$ cat src/rtl/pipe_ram_access_ctrl.sv
// Command front-end for a 2-cycle pipelined RAM: registered RAM drive, read-latency
// tracking, credit-protected response FIFO and an optional post-reset clear sweep.
module pipe_ram_access_ctrl #(
  parameter int                 ADDR_W     = 9,
  parameter int                 DATA_W     = 4,
  parameter int                 FIFO_DEPTH = 4,
  parameter int                 CLEAR_EN   = 1,
  parameter logic [DATA_W-1:0]  CLEAR_VAL  = '0
) (
  input  logic              clk,
  input  logic              rst,
  input  logic              cmd_valid,
  output logic              cmd_ready,
  input  logic              cmd_we,
  input  logic [ADDR_W-1:0] cmd_addr,
  input  logic [DATA_W-1:0] cmd_wdata,
  output logic              rsp_valid,
  input  logic              rsp_ready,
  output logic [DATA_W-1:0] rsp_data,
  input  logic              clear_req,
  output logic              clear_busy,
  output logic              ram_we,
  output logic [ADDR_W-1:0] ram_addr,
  output logic [DATA_W-1:0] ram_di,
  input  logic [DATA_W-1:0] ram_do
);

  localparam int PTR_W = $clog2(FIFO_DEPTH);
  // Holds fifo_count + inflight (at most FIFO_DEPTH + 3) without overflow.
  localparam int CNT_W = PTR_W + 2;

  localparam logic [0:0] ST_RUN   = 1'b0;
  localparam logic [0:0] ST_CLEAR = 1'b1;
  localparam logic [0:0] ST_RESET = (CLEAR_EN != 0) ? ST_CLEAR : ST_RUN;

  localparam logic [ADDR_W-1:0] LAST_ADDR = '1;

  logic [0:0]        state;
  logic [ADDR_W-1:0] clr_cnt;
  logic [2:0]        rd_vld;

  logic [DATA_W-1:0] fifo_mem [FIFO_DEPTH];
  logic [PTR_W-1:0]  wr_ptr;
  logic [PTR_W-1:0]  rd_ptr;
  logic [CNT_W-1:0]  fifo_count;
  logic [CNT_W-1:0]  inflight;
  logic [CNT_W-1:0]  occupancy;

  logic push;
  logic pop;
  logic accept;
  logic credit_ok;

  assign inflight  = CNT_W'(rd_vld[0]) + CNT_W'(rd_vld[1]) + CNT_W'(rd_vld[2]);
  assign pop       = rsp_valid & rsp_ready;
  assign push      = rd_vld[2];
  // Every in-flight read already owns a FIFO slot, so accepting only below depth can never overflow.
  assign occupancy = fifo_count + inflight - CNT_W'(pop);
  assign credit_ok = occupancy < CNT_W'(FIFO_DEPTH);

  assign cmd_ready  = !rst && (state == ST_RUN) && credit_ok;
  assign accept     = cmd_valid & cmd_ready;
  assign clear_busy = (state == ST_CLEAR);
  assign rsp_valid  = (fifo_count != '0);
  assign rsp_data   = fifo_mem[rd_ptr];

  always_ff @(posedge clk or posedge rst) begin
    if (rst) begin
      state    <= ST_RESET;
      clr_cnt  <= '0;
      ram_we   <= 1'b0;
      ram_addr <= '0;
      ram_di   <= '0;
      rd_vld   <= '0;
    end else begin
      rd_vld <= {rd_vld[1:0], accept & ~cmd_we};
      if (state == ST_CLEAR) begin
        ram_we   <= 1'b1;
        ram_addr <= clr_cnt;
        ram_di   <= CLEAR_VAL;
        clr_cnt  <= clr_cnt + ADDR_W'(1);
        if (clr_cnt == LAST_ADDR) begin
          state <= ST_RUN;
        end
      end else begin
        // With no command the RAM sees we=0 and just reads the held address harmlessly.
        ram_we <= accept & cmd_we;
        if (accept) begin
          ram_addr <= cmd_addr;
          ram_di   <= cmd_wdata;
        end
        if ((CLEAR_EN != 0) && clear_req) begin
          state <= ST_CLEAR;
        end
      end
    end
  end

  always_ff @(posedge clk or posedge rst) begin
    if (rst) begin
      wr_ptr     <= '0;
      rd_ptr     <= '0;
      fifo_count <= '0;
    end else begin
      if (push) begin
        wr_ptr <= wr_ptr + PTR_W'(1);
      end
      if (pop) begin
        rd_ptr <= rd_ptr + PTR_W'(1);
      end
      case ({push, pop})
        2'b10:   fifo_count <= fifo_count + CNT_W'(1);
        2'b01:   fifo_count <= fifo_count - CNT_W'(1);
        default: fifo_count <= fifo_count;
      endcase
    end
  end

  always_ff @(posedge clk) begin
    if (push) begin
      fifo_mem[wr_ptr] <= ram_do;
    end
  end

endmodule
$ cat config.mk
export PLATFORM = sky130hd
export DESIGN_NAME = pipe_ram_access_ctrl
export DESIGN_NICKNAME = d
export VERILOG_FILES = /design/src/rtl/pipe_ram_access_ctrl.sv
export SDC_FILE = /design/constraint.sdc
export NUM_CORES = 1
export LEC_CHECK = 0
export CORE_ASPECT_RATIO = 0.8
export CORE_UTILIZATION = 40
export DETAILED_ROUTE_END_ITERATION = 8
export PLACE_DENSITY = 0.74
export SKIP_CTS_REPAIR_TIMING = 1
export SLEW_MARGIN = 20
export SYNTH_ARGS = -nofsm -noshare
export SYNTH_HDL_FRONTEND = slang
export SYNTH_SLANG_ARGS = --single-unit
export TNS_END_PERCENT = 1
$ cat constraint.sdc
create_clock -name clk -period 5.45 [get_ports clk]
set_clock_uncertainty 0.2 [all_clocks]
set_input_delay 0.545 -clock clk [delete_from_list [all_inputs] [get_ports clk]]
set_output_delay 0.545 -clock clk [all_outputs]
set_load 0.005 [all_outputs]
==> results.md, run 1 <==
- Status: completed
- Post-Synth Simple-Gate Area: 8.491%
- Sequential fraction of the synthesis area: 56.87%
- Crit start category: register
- Top delay family on crit path: simple AND/OR/NAND/NOR gates
- # nets final: 263
- Pwr Total: 0.001239 W
- R2r setup slk: 1.74 ns
- R2R depth: 13
- HP Class: reg2reg
- Pin count of the biggest net entering global routing: 33
- Initial DRT Pass Iterations: 4
- Lkg Pwr: 1.345 nW
- Worst path cell trace: inv_1, ha_1, or3b_2, nand2_4, or2_2, nand2_1, fa_1, ha_1, a31oi_1, xor2_1, o211a_1, clkdlybuf4s50_1
- Share of Yosys cell area claimed by the top area cell type: 35.64%
- Main combinational cell family by area after synthesis: multiplexers
- Largest cells by area after synthesis: dfrtp_1 36%, edfxtp_1 20%, ha_1 6.8%
- Worst setup endpoint: cmd_ready
- Drt initial violations: 67
- FILL cells: 484
- Share of cells above drive strength 1: 9.735%
- Post-synth cell types: 32
- Row cnt: 24
- Post-synthesis register bit count: 51
- WP data required: 4.70 ns
- Buf/Inv on CP: 2
- Critical path depth in cells: 12
- Final hold viol count: 0
- Worst-path clk slew: 0.09 ns
- H-tree Lvls: 2
- Detailed Route WL: 3.964 mm
- Crit path top cell by count: ha_1
- Post-DP HPWL: 2.955 mm
- Post-synth EDFFs: 16
- DRC viols: 0
- Synth Flop Type: dfrtp_1
- Slew HR: 57.02%
- GRT Total Usage: 14.42%
- GRT overflow: 0
- Async set or reset register ratio after synthesis: 68.63%
- CP arrival: 3.63 ns
- Post-synthesis compound-gate area fraction: 5.398%
- Fin Setup TNS: 0 ns
- Multi-input logic area: 965.9 sq um
- Reg-to-reg endpoint: ram_addr[8]
- Syn_nets: 218
- Origin of the critical flop-to-flop path: fifo_count[2]
- CP max FO: 6
- Synth warnings: 0
- Crit Path Category: reg2out
- Synth Area in XOR/XNOR: 6.656%
- Clock sink total: 51
- Antenna Cells: 0
- Vias in the first global route: 1527
- Per-cell routed wire length: 13.04 um
- CTS tree: yes
- Final Max Slew Viols: 0
- Fmax: 228.8 MHz
- Setup-failing EPs final: 0
- CP max-delay cell: clkdlybuf4s50_1
- IO Port Bufs: 43
- Final ANT Viol Nets: 0
- Element type at the critical path end: primary output
- CTS Buffer Depth: 2
- Core ar.: 5585 sq um
- Register Area: 1358 sq um
- Dpl cell area: 2893 sq um
- Worst Setup SP: fifo_count[2]
- CTS buffer count: 5
- Clk Latency, worst-skew pair: 0.30 ns
- Slew @ Worst Pin: 0.6444 ns
- Max Cap Viol: 0
- Worst vdd ir: 0.1634 mV
- First-pass GRT wire length: 6.913 mm
- Final core occ: 53.76%
- Vias/cell: 4.727
- Pwr Density: 412.7 nW/um^2
- Crit path largest cell delay: 0.51 ns
- Period utilisation layout: 80.19%
- Finished Cell Area: 3003 sq um
- Initial Util: 42.74%
- Hold slack: 0.2047 ns
- Area delta synth->final: 25.79%
- DIE AREA: 6283 sq um
- Chip width: 88.37 um
- Synthesized area per cell: 13.26 sq um
- Num ports: 44
- RSZ-0062 raised after global routing: false
- Synth Cell Area: 2387 sq um
- GP Congestion: 0.7680
- Final min period: 4.370 ns
- Multiplexer share of the synthesized area: 11.43%
- Initial antenna violation count: 0
- Die Y: 71.10 um
- Cells after Synth: 180
- Vias: 1437
- Adder-cell area share of the yosys netlist: 8.491%
- Root buffer cell: clkbuf_8
- Post-synth top area cell: dfrtp_1
[cell usage after synthesis, drive strengths merged (7+ instances only)]
master / count
inv: 9
xnor2: 9
xor2: 7
mux2i: 16
o21ai: 10
ha: 13
nor2: 10
nand2: 17
edfxtp: 16
dfrtp: 34
[worst min-delay path by stage]
stage	start	cells past startpoint	endpoint	slack (ns)
floorplan	rd_vld[1]	0	rd_vld[2]	0.17
global placement	rd_vld[1]	0	rd_vld[2]	0.19
detailed placement	rd_vld[1]	0	rd_vld[2]	0.19
CTS	rd_vld[1]	0	rd_vld[2]	0.21
global route	rd_vld[0]	0	rd_vld[1]	0.23
finish	rd_vld[1]	0	rd_vld[2]	0.20
[state kept, by name (all words and copies together), names as in the netlist]
name and flops:
fifo_mem 16, clr_cnt 9, ram_addr 9, fifo_count 4
ram_di 4, rd_vld 3, rd_ptr 2, wr_ptr 2
clear_busy 1, ram_we 1
[metrics by stage]
step                      std cells  setup WS [ns]
after floorplan                 180          2.041
after global routing            304         0.8691
after global placement          296          1.463
after detailed placement        296          1.378
final                           304          1.080
after CTS                       304          1.044
[layout make-up]
cell class | instances | area share [%]
Sequential cell | 51 | 45.21
Multi-Input combinational cell | 114 | 32.17
Timing Repair Buffer | 44 | 14.58
Tap cell | 78 | 3.250
Clock buffer | 6 | 2.417
Clock inverter | 2 | 1.250
Inverter | 9 | 1.125
[metal layers]
metal / track usage (%) / wire length, um / up-vias
met5: 0 / 0 / -
met4: 4.839 / 44 / 0
met3: 3.501 / 113 / 5
met2: 23.42 / 1899 / 21
met1: 19.01 / 1906 / 693
li1: - / - / 718
[report_power, final]
part / switching, W / internal, W
Combinational: 0.000189 / 0.000243
Clock: 0.000120 / 0.000137
Sequential: 0.0000814 / 0.000469
[worst reg2reg max path, stage by stage (launching register included)]
cell and delay, ns:
dfrtp_1 0.39, inv_1 0.10, ha_1 0.14, or3b_2 0.50, nand2_4 0.15, or2_2 0.14
nand2_1 0.06, fa_1 0.36, ha_1 0.30, a31oi_1 0.17, xor2_1 0.31, o2111ai_4 0.41
mux2i_1 0.30, o21ai_1 0.08
[cells in the final DEF, fill, tap and decap left out, types with 6 or more instances in the layout]
| cell | n |
|---|---|
| mux2i_1 | 16 |
| ha_1 | 13 |
| xnor2_1 | 9 |
| nand2_1 | 16 |
| inv_1 | 9 |
| dfrtp_1 | 34 |
| nor2_1 | 10 |
| clkdlybuf4s50_1 | 43 |
| edfxtp_1 | 16 |
| xor2_1 | 6 |
[cell families (layout without fill, tap and decap cells)]
| family | count (synthesis) | in the layout |
|---|---|---|
| and+or+nand+nor | 42 | 42 |
| AOI/OAI and AO/OA | 19 | 19 |
| muxes | 22 | 22 |
| adders and majority gates | 15 | 15 |
| buffers and inverters | 15 | 61 |
| DFF | 51 | 51 |
| xor gates and xnor gates | 16 | 16 |
Note: power is estimated with default switching activity, not from simulation.
==> inputs of run 2 (changes only) <==
- clock period: 5.45 -> 4.57 ns (I/O delays scaled with it)
==> results.md, run 2 (synthesis gave the netlist of run 1 again) <==
- Fmax: 232.4 MHz
- Internal: 0.0009609 W (+13%)
- RSZ-0062 raised after global routing: false
- Post-route insts no fill: 304 (unchanged)
- Final Max Slew Viols: 0 (unchanged)
- Final ANT Viol Nets: 0 (unchanged)
- First-pass GRT wire length: 6.741 mm (-2.5%)
- Vias/cell: 4.720 (-0.14%)
- Hold path start: rd_vld[0]
- Detailed Route WL: 3.928 mm (-0.91%)
- Hold slack: 0.2132 ns (+0.008499 ns)
- Sw power: 0.0004702 W (+21%)
- Worst vdd ir: 0.1946 mV (+19%)
- Row cnt: 24 (unchanged)
- Pwr Density: 479.6 nW/um^2 (+16%)
- DRC viols: 0 (unchanged)
- HP Class: reg2reg
- Worst-path clk slew: 0.09 ns (about the same)
- CTS tree: yes
- Register Area: 1358 sq um (unchanged)
- Origin of the critical flop-to-flop path: fifo_count[2]
- H-tree Lvls: 2 (unchanged)
- Biggest registers after layout: fifo_mem (16), clr_cnt (9), ram_addr (9)
- Clock share of power: 18.5% (-2.2 points)
- Pin count of the biggest net entering global routing: 33 (unchanged)
- Final hold viol count: 0 (unchanged)
- FILL cells: 496 (+2.5%)
- GP Congestion: 0.7121 (-7.3%)
- Crit Path Category: reg2out
- Multi-input logic area: 965.9 sq um (unchanged)
- Antenna Cells: 0 (unchanged)
- Drt initial violations: 55 (-18%)
- Vias: 1435 (-0.14%)
- Crit start category: register
- Slew @ Worst Pin: 0.6653 ns (+0.02083 ns)
- Area delta synth->final: 25.00%
- Lkg Pwr: 1.339 nW (-0.47%)
- DIE AREA: 6283 sq um (unchanged)
- CTS buffer count: 5 (unchanged)
- Hold Path Sink: rd_vld[1]
- Status: completed
- WP data required: 3.91 ns (-0.79 ns)
- R2r setup slk: 0.86 ns (-0.88 ns)
- Final min period: 4.302 ns
- CP max-delay cell: clkdlybuf4s50_1
- Chip width: 88.37 um (unchanged)
- Root buffer cell: clkbuf_8
- Reg-to-reg endpoint: ram_addr[6]
- Worst path cell trace: inv_1, ha_1, or3b_2, nand2_4, or2_2, nand2_1, fa_1, ha_1, a31oi_1, xor2_1, o211a_1, clkdlybuf4s50_1
- Fin Setup TNS: 0 ns (unchanged)
- Setup-failing EPs final: 0 (unchanged)
- R2R depth: 13 (unchanged)
- Die Y: 71.10 um (unchanged)
- Max Cap Viol: 0 (unchanged)
- CTS Buffer Depth: 2 (unchanged)
- Period utilisation layout: 94.14%
- Initial DRT Pass Iterations: 2 (-2)
- Element type at the critical path end: primary output
- Post-DP HPWL: 2.823 mm (-4.5%)
- Inst Count DP: 296 (unchanged)
- IO Port Bufs: 43 (unchanged)
- Switching part of the total: 32.86% (+1.4 points)
- Crit path top cell by count: ha_1
- CP arrival: 3.65 ns (+0.02 ns)
- Most common cell after layout, fill and taps aside: clkdlybuf4s50_1
- Crit path largest cell delay: 0.50 ns (about the same)
- Clock sink total: 51 (unchanged)
- GRT Total Usage: 14.48% (+0.054 points)
- Hold Path Cell Cnt: 0 (unchanged)
- Core ar.: 5585 sq um (unchanged)
- Initial antenna violation count: 0 (unchanged)
- Clk Latency, worst-skew pair: 0.31 ns (about the same)
- Slew HR: 55.63% (-1.4 points)
- GRT overflow: 0 (unchanged)
- Sequential Power Share: 45.8% (+1.4 points)
- Share of cells above drive strength 1: 10.18% (+0.44 points)
- Commonest cells after routing, fill and taps aside: 43 x clkdlybuf4s50_1, 34 x dfrtp_1, 16 x mux2i_1, 16 x nand2_1, 16 x edfxtp_1
- Num ports: 44 (unchanged)
- # nets final: 263 (unchanged)
- CP max FO: 6 (unchanged)
- Max reg flops: 16 (unchanged)
- Per-cell routed wire length: 12.92 um (-0.91%)
- Logic pwr share: 35.7% (+0.8 points)
- Biggest register: fifo_mem
- Vias in the first global route: 1421 (-6.9%)
- Initial Util: 42.74% (unchanged)
run 2: cell count changes in the layout (fill, tap and decap cells not counted), sizes merged:
cell,delta
bufinv,-1
clkbuf,-1
inv,+2
run 2: worst max-delay path by stage:
stage | startpoint | depth (start not counted) | end
3_3_place_gp | fifo_count[2] | 12 | cmd_ready
6_report | fifo_count[2] | 12 | cmd_ready
5_1_grt | fifo_count[2] | 12 | cmd_ready
2_1_floorplan | fifo_count[2] | 14 | ram_addr[0]
3_5_place_dp | fifo_count[2] | 12 | cmd_ready
4_1_cts | fifo_count[2] | 12 | cmd_ready
run 2: worst max-delay path: cells and delay by family, from the launching register on:
family,cells,cell delay [ns]
and+or+nand+nor,4,0.84
adders and majority gates,3,0.80
buffers and inverters,2,0.61
AOI/OAI and AO/OA,2,0.40
DFF,1,0.39
xor gates and xnor gates,1,0.29
run 2: area by class of cell:
type | instances | share of cell area [%]
multi-input combinational | 114 | 32.37
clock buffer | 5 | 2.306
timing repair buffer | 44 | 14.68
inverter | 9 | 1.132
clock inverter | 3 | 0.7547
tap | 78 | 3.270
sequential | 51 | 45.49
run 2: routing by layer:
metal,vias up,part of all wire [%],track usage (%)
met1,697,49,19.72
li1,713,-,-
met4,0,1.6,5.914
met3,5,3.2,4.901
met5,-,0,0
met2,20,46,21.28
run 2: stage by stage:
| stage | utilization [%] | instance area, sq um | setup WS (ns) | total power, W |
|---|---|---|---|---|
| after floorplan | - | 2387 | 1.177 | 0.0009872 |
| after global placement | 51.79 | 2893 | 0.6698 | 0.001169 |
| after detailed placement | 51.79 | 2893 | 0.6238 | 0.001178 |
| after CTS | 53.43 | 2984 | 0.2530 | 0.001454 |
| after global routing | 53.43 | 2984 | 0.09080 | 0.001535 |
| final | 53.43 | 2984 | 0.2678 | 0.001431 |
run 2: power groups by stage:
stage / sequential, W / combinational (W) / clock (W)
6_report: 0.000656 / 0.000510 / 0.000265
5_1_grt: 0.000673 / 0.000565 / 0.000297
4_1_cts: 0.000658 / 0.000517 / 0.000279
3_5_place_dp: 0.000665 / 0.000513 / 0
3_3_place_gp: 0.000664 / 0.000505 / 0
2_1_floorplan: 0.000635 / 0.000352 / 0
==> inputs of run 3 (changes only) <==
- CAP_MARGIN: unset -> 0
- CORE_UTILIZATION: 40 -> 52
- PLACE_DENSITY: 0.74 -> 0.89
==> results.md, run 3 (synthesis gave the netlist of run 1 again) <==
- Crit start category: register
- Status: completed
- Pwr Density: 491.4 nW/um^2 (+2.5%)
- # nets final: 263 (unchanged)
- Chip width: 77.76 um (-12%)
- Final hold viol count: 0 (unchanged)
- Crit Path Category: reg2out
- Per-cell routed wire length: 14.33 um (+11%)
- M2 GR Usage: 31.08% (+9.8 points)
- Period utilisation layout: 94.52% (+0.38 points)
- GR Util met1: 25.20% (+5.5 points)
- Core ar.: 4283 sq um (-23%)
- Slew @ Worst Pin: 0.7729 ns (+0.1077 ns)
- Share of cells above drive strength 1: 10.18% (unchanged)
- GR Util met3: 3.796% (-1.1 points)
- Post-DP HPWL: 3.144 mm (+11%)
- Detailed Route WL: 4.055 mm (+3.2%)
- Inst Count DP: 275 (-7.1%)
- Area delta synth->final: 24.58%
- HP Class: reg2reg
- FILL cells: 283 (-43%)
- Pin count of the biggest net entering global routing: 33 (unchanged)
- Biggest registers after layout: fifo_mem (16), clr_cnt (9), ram_addr (9)
- GRT Total Usage: 19.21% (+4.7 points)
- Vias: 1461 (+1.8%)
- Die Y: 62.61 um (-12%)
- First-pass GRT wire length: 7.113 mm (+5.5%)
- CP arrival: 3.66 ns (about the same)
- Vias/cell: 5.163 (+9.4%)
- GP Congestion: 0.7641 (+7.3%)
- Element type at the critical path end: primary output
- Commonest cells after routing, fill and taps aside: 43 x clkdlybuf4s50_1, 34 x dfrtp_1, 16 x mux2i_1, 16 x nand2_1, 16 x edfxtp_1
- Max Cap Viol: 0 (unchanged)
- Max reg flops: 16 (unchanged)
- Vias in the first global route: 1531 (+7.7%)
- CTS tree: yes
- Clock share of power: 19.5% (+1.0 points)
- Post-route insts no fill: 283 (-6.9%)
- Worst-path clk slew: 0.09 ns (about the same)
- Final min period: 4.320 ns (+0.01759 ns)
- Most common cell after layout, fill and taps aside: clkdlybuf4s50_1
- CTS Buffer Depth: 2 (unchanged)
- Num ports: 44 (unchanged)
- Slew HR: 48.41% (-7.2 points)
- Sequential Power Share: 44.8% (-1.0 points)
- Sw power: 0.0004675 W (-0.59%)
- Final core occ: 69.44% (+16 points)
- Clk Latency, worst-skew pair: 0.30 ns (about the same)
- WP data required: 3.91 ns (about the same)
- Initial DRT Pass Iterations: 4 (+2)
- Root buffer cell: clkbuf_8
- Initial Util: 55.74% (+13 points)
- Busiest grt layer: met2
- Final Max Slew Viols: 0 (unchanged)
- DIE AREA: 4868 sq um (-23%)
- Final ANT Viol Nets: 0 (unchanged)
- Drt initial violations: 32 (-42%)
- Clock sink total: 51 (unchanged)
- Antenna Cells: 0 (unchanged)
- Worst vdd ir: 0.3065 mV (+57%)
- GRT overflow: 0 (unchanged)
- R2r setup slk: 0.82 ns (-0.04 ns)
- RSZ-0062 raised after global routing: false
- Lkg Pwr: 1.350 nW (+0.84%)
- H-tree Lvls: 2 (unchanged)
- Initial antenna violation count: 0 (unchanged)
- IO Port Bufs: 43 (unchanged)
- Fin Setup TNS: 0 ns (unchanged)
- Internal: 0.0009939 W (+3.4%)
- Switching part of the total: 31.99% (-0.87 points)
- Logic pwr share: 35.7% (about the same)
- Row cnt: 21 (-13%)
- Setup-failing EPs final: 0 (unchanged)
- CTS buffer count: 5 (unchanged)
- DRC viols: 0 (unchanged)
- Biggest register: fifo_mem
- Fmax: 231.5 MHz (-0.41%)
- CP max FO: 6 (unchanged)
[run 3: cell types whose count changed in the layout (fill, tap and decap cells not counted), sizes merged]
| cell | change |
|---|---|
| clkbuf | +1 |
| clkinv | +2 |
| clkinvlp | -1 |
| inv | -2 |
[run 3: path summary, 6_finish.rpt]
| path | cells past startpoint | from | endpoint |
|---|---|---|---|
| worst max register to register | 13 | fifo_count[2] | ram_addr[7] |
| max in group asynchronous | 3 | rst | clear_busy |
| worst max-delay path | 12 | fifo_count[2] | cmd_ready |
| min in group asynchronous | 2 | rst | ram_di[1] |
| worst min-delay path | 0 | rd_vld[0] | rd_vld[1] |
| worst min register to register | 0 | rd_vld[0] | rd_vld[1] |
[run 3: routing by layer]
metal  share of wire [%]  vias up
met5                   0        -
met4                 2.0        0
met3                 2.8        9
met2                  48       18
met1                  47      716
li1                    -      718
[run 3: per-stage QoR]
step | hold WS (ns) | worst slack (ns) | cell area, sq um | total power [W]
2_1_floorplan | 0.1668 | 1.177 | 2387 | 0.0009872
3_3_place_gp | 0.1893 | 0.6933 | 2867 | 0.001166
3_5_place_dp | 0.2009 | 0.5821 | 2867 | 0.001186
4_1_cts | 0.2203 | 0.2493 | 2974 | 0.001473
5_1_grt | 0.2398 | 0.1012 | 2974 | 0.001561
6_report | 0.2151 | 0.2502 | 2974 | 0.001461
[run 3: power by group through the flow]
stage                     sequential (W)  clock, W  combinational, W
final                           0.000655  0.000284          0.000522
after global routing            0.000671  0.000310          0.000580
after CTS                       0.000657  0.000290          0.000526
after detailed placement        0.000666         0          0.000520
after global placement          0.000662         0          0.000503
after floorplan                 0.000635         0          0.000352
[run 3: critical path: stages, from the launching register on]
cell	delay (ns)
dfrtp_1	0.39
inv_1	0.10
ha_1	0.14
or3b_2	0.50
nand2_4	0.15
or2_2	0.14
nand2_1	0.06
fa_1	0.37
ha_1	0.31
a31oi_1	0.17
xor2_1	0.30
o211a_1	0.22
clkdlybuf4s50_1	0.50
[run 3: area by class of cell]
type | count | area (sq um) | area share [%]
Tap cell | 57 | 71.32 | 2.398
Timing Repair Buffer | 44 | 437.9 | 14.72
Multi-Input combinational cell | 114 | 965.9 | 32.48
Sequential cell | 51 | 1358 | 45.65
Clock buffer | 6 | 93.84 | 3.155
Clock inverter | 2 | 13.76 | 0.4628
Inverter | 9 | 33.78 | 1.136
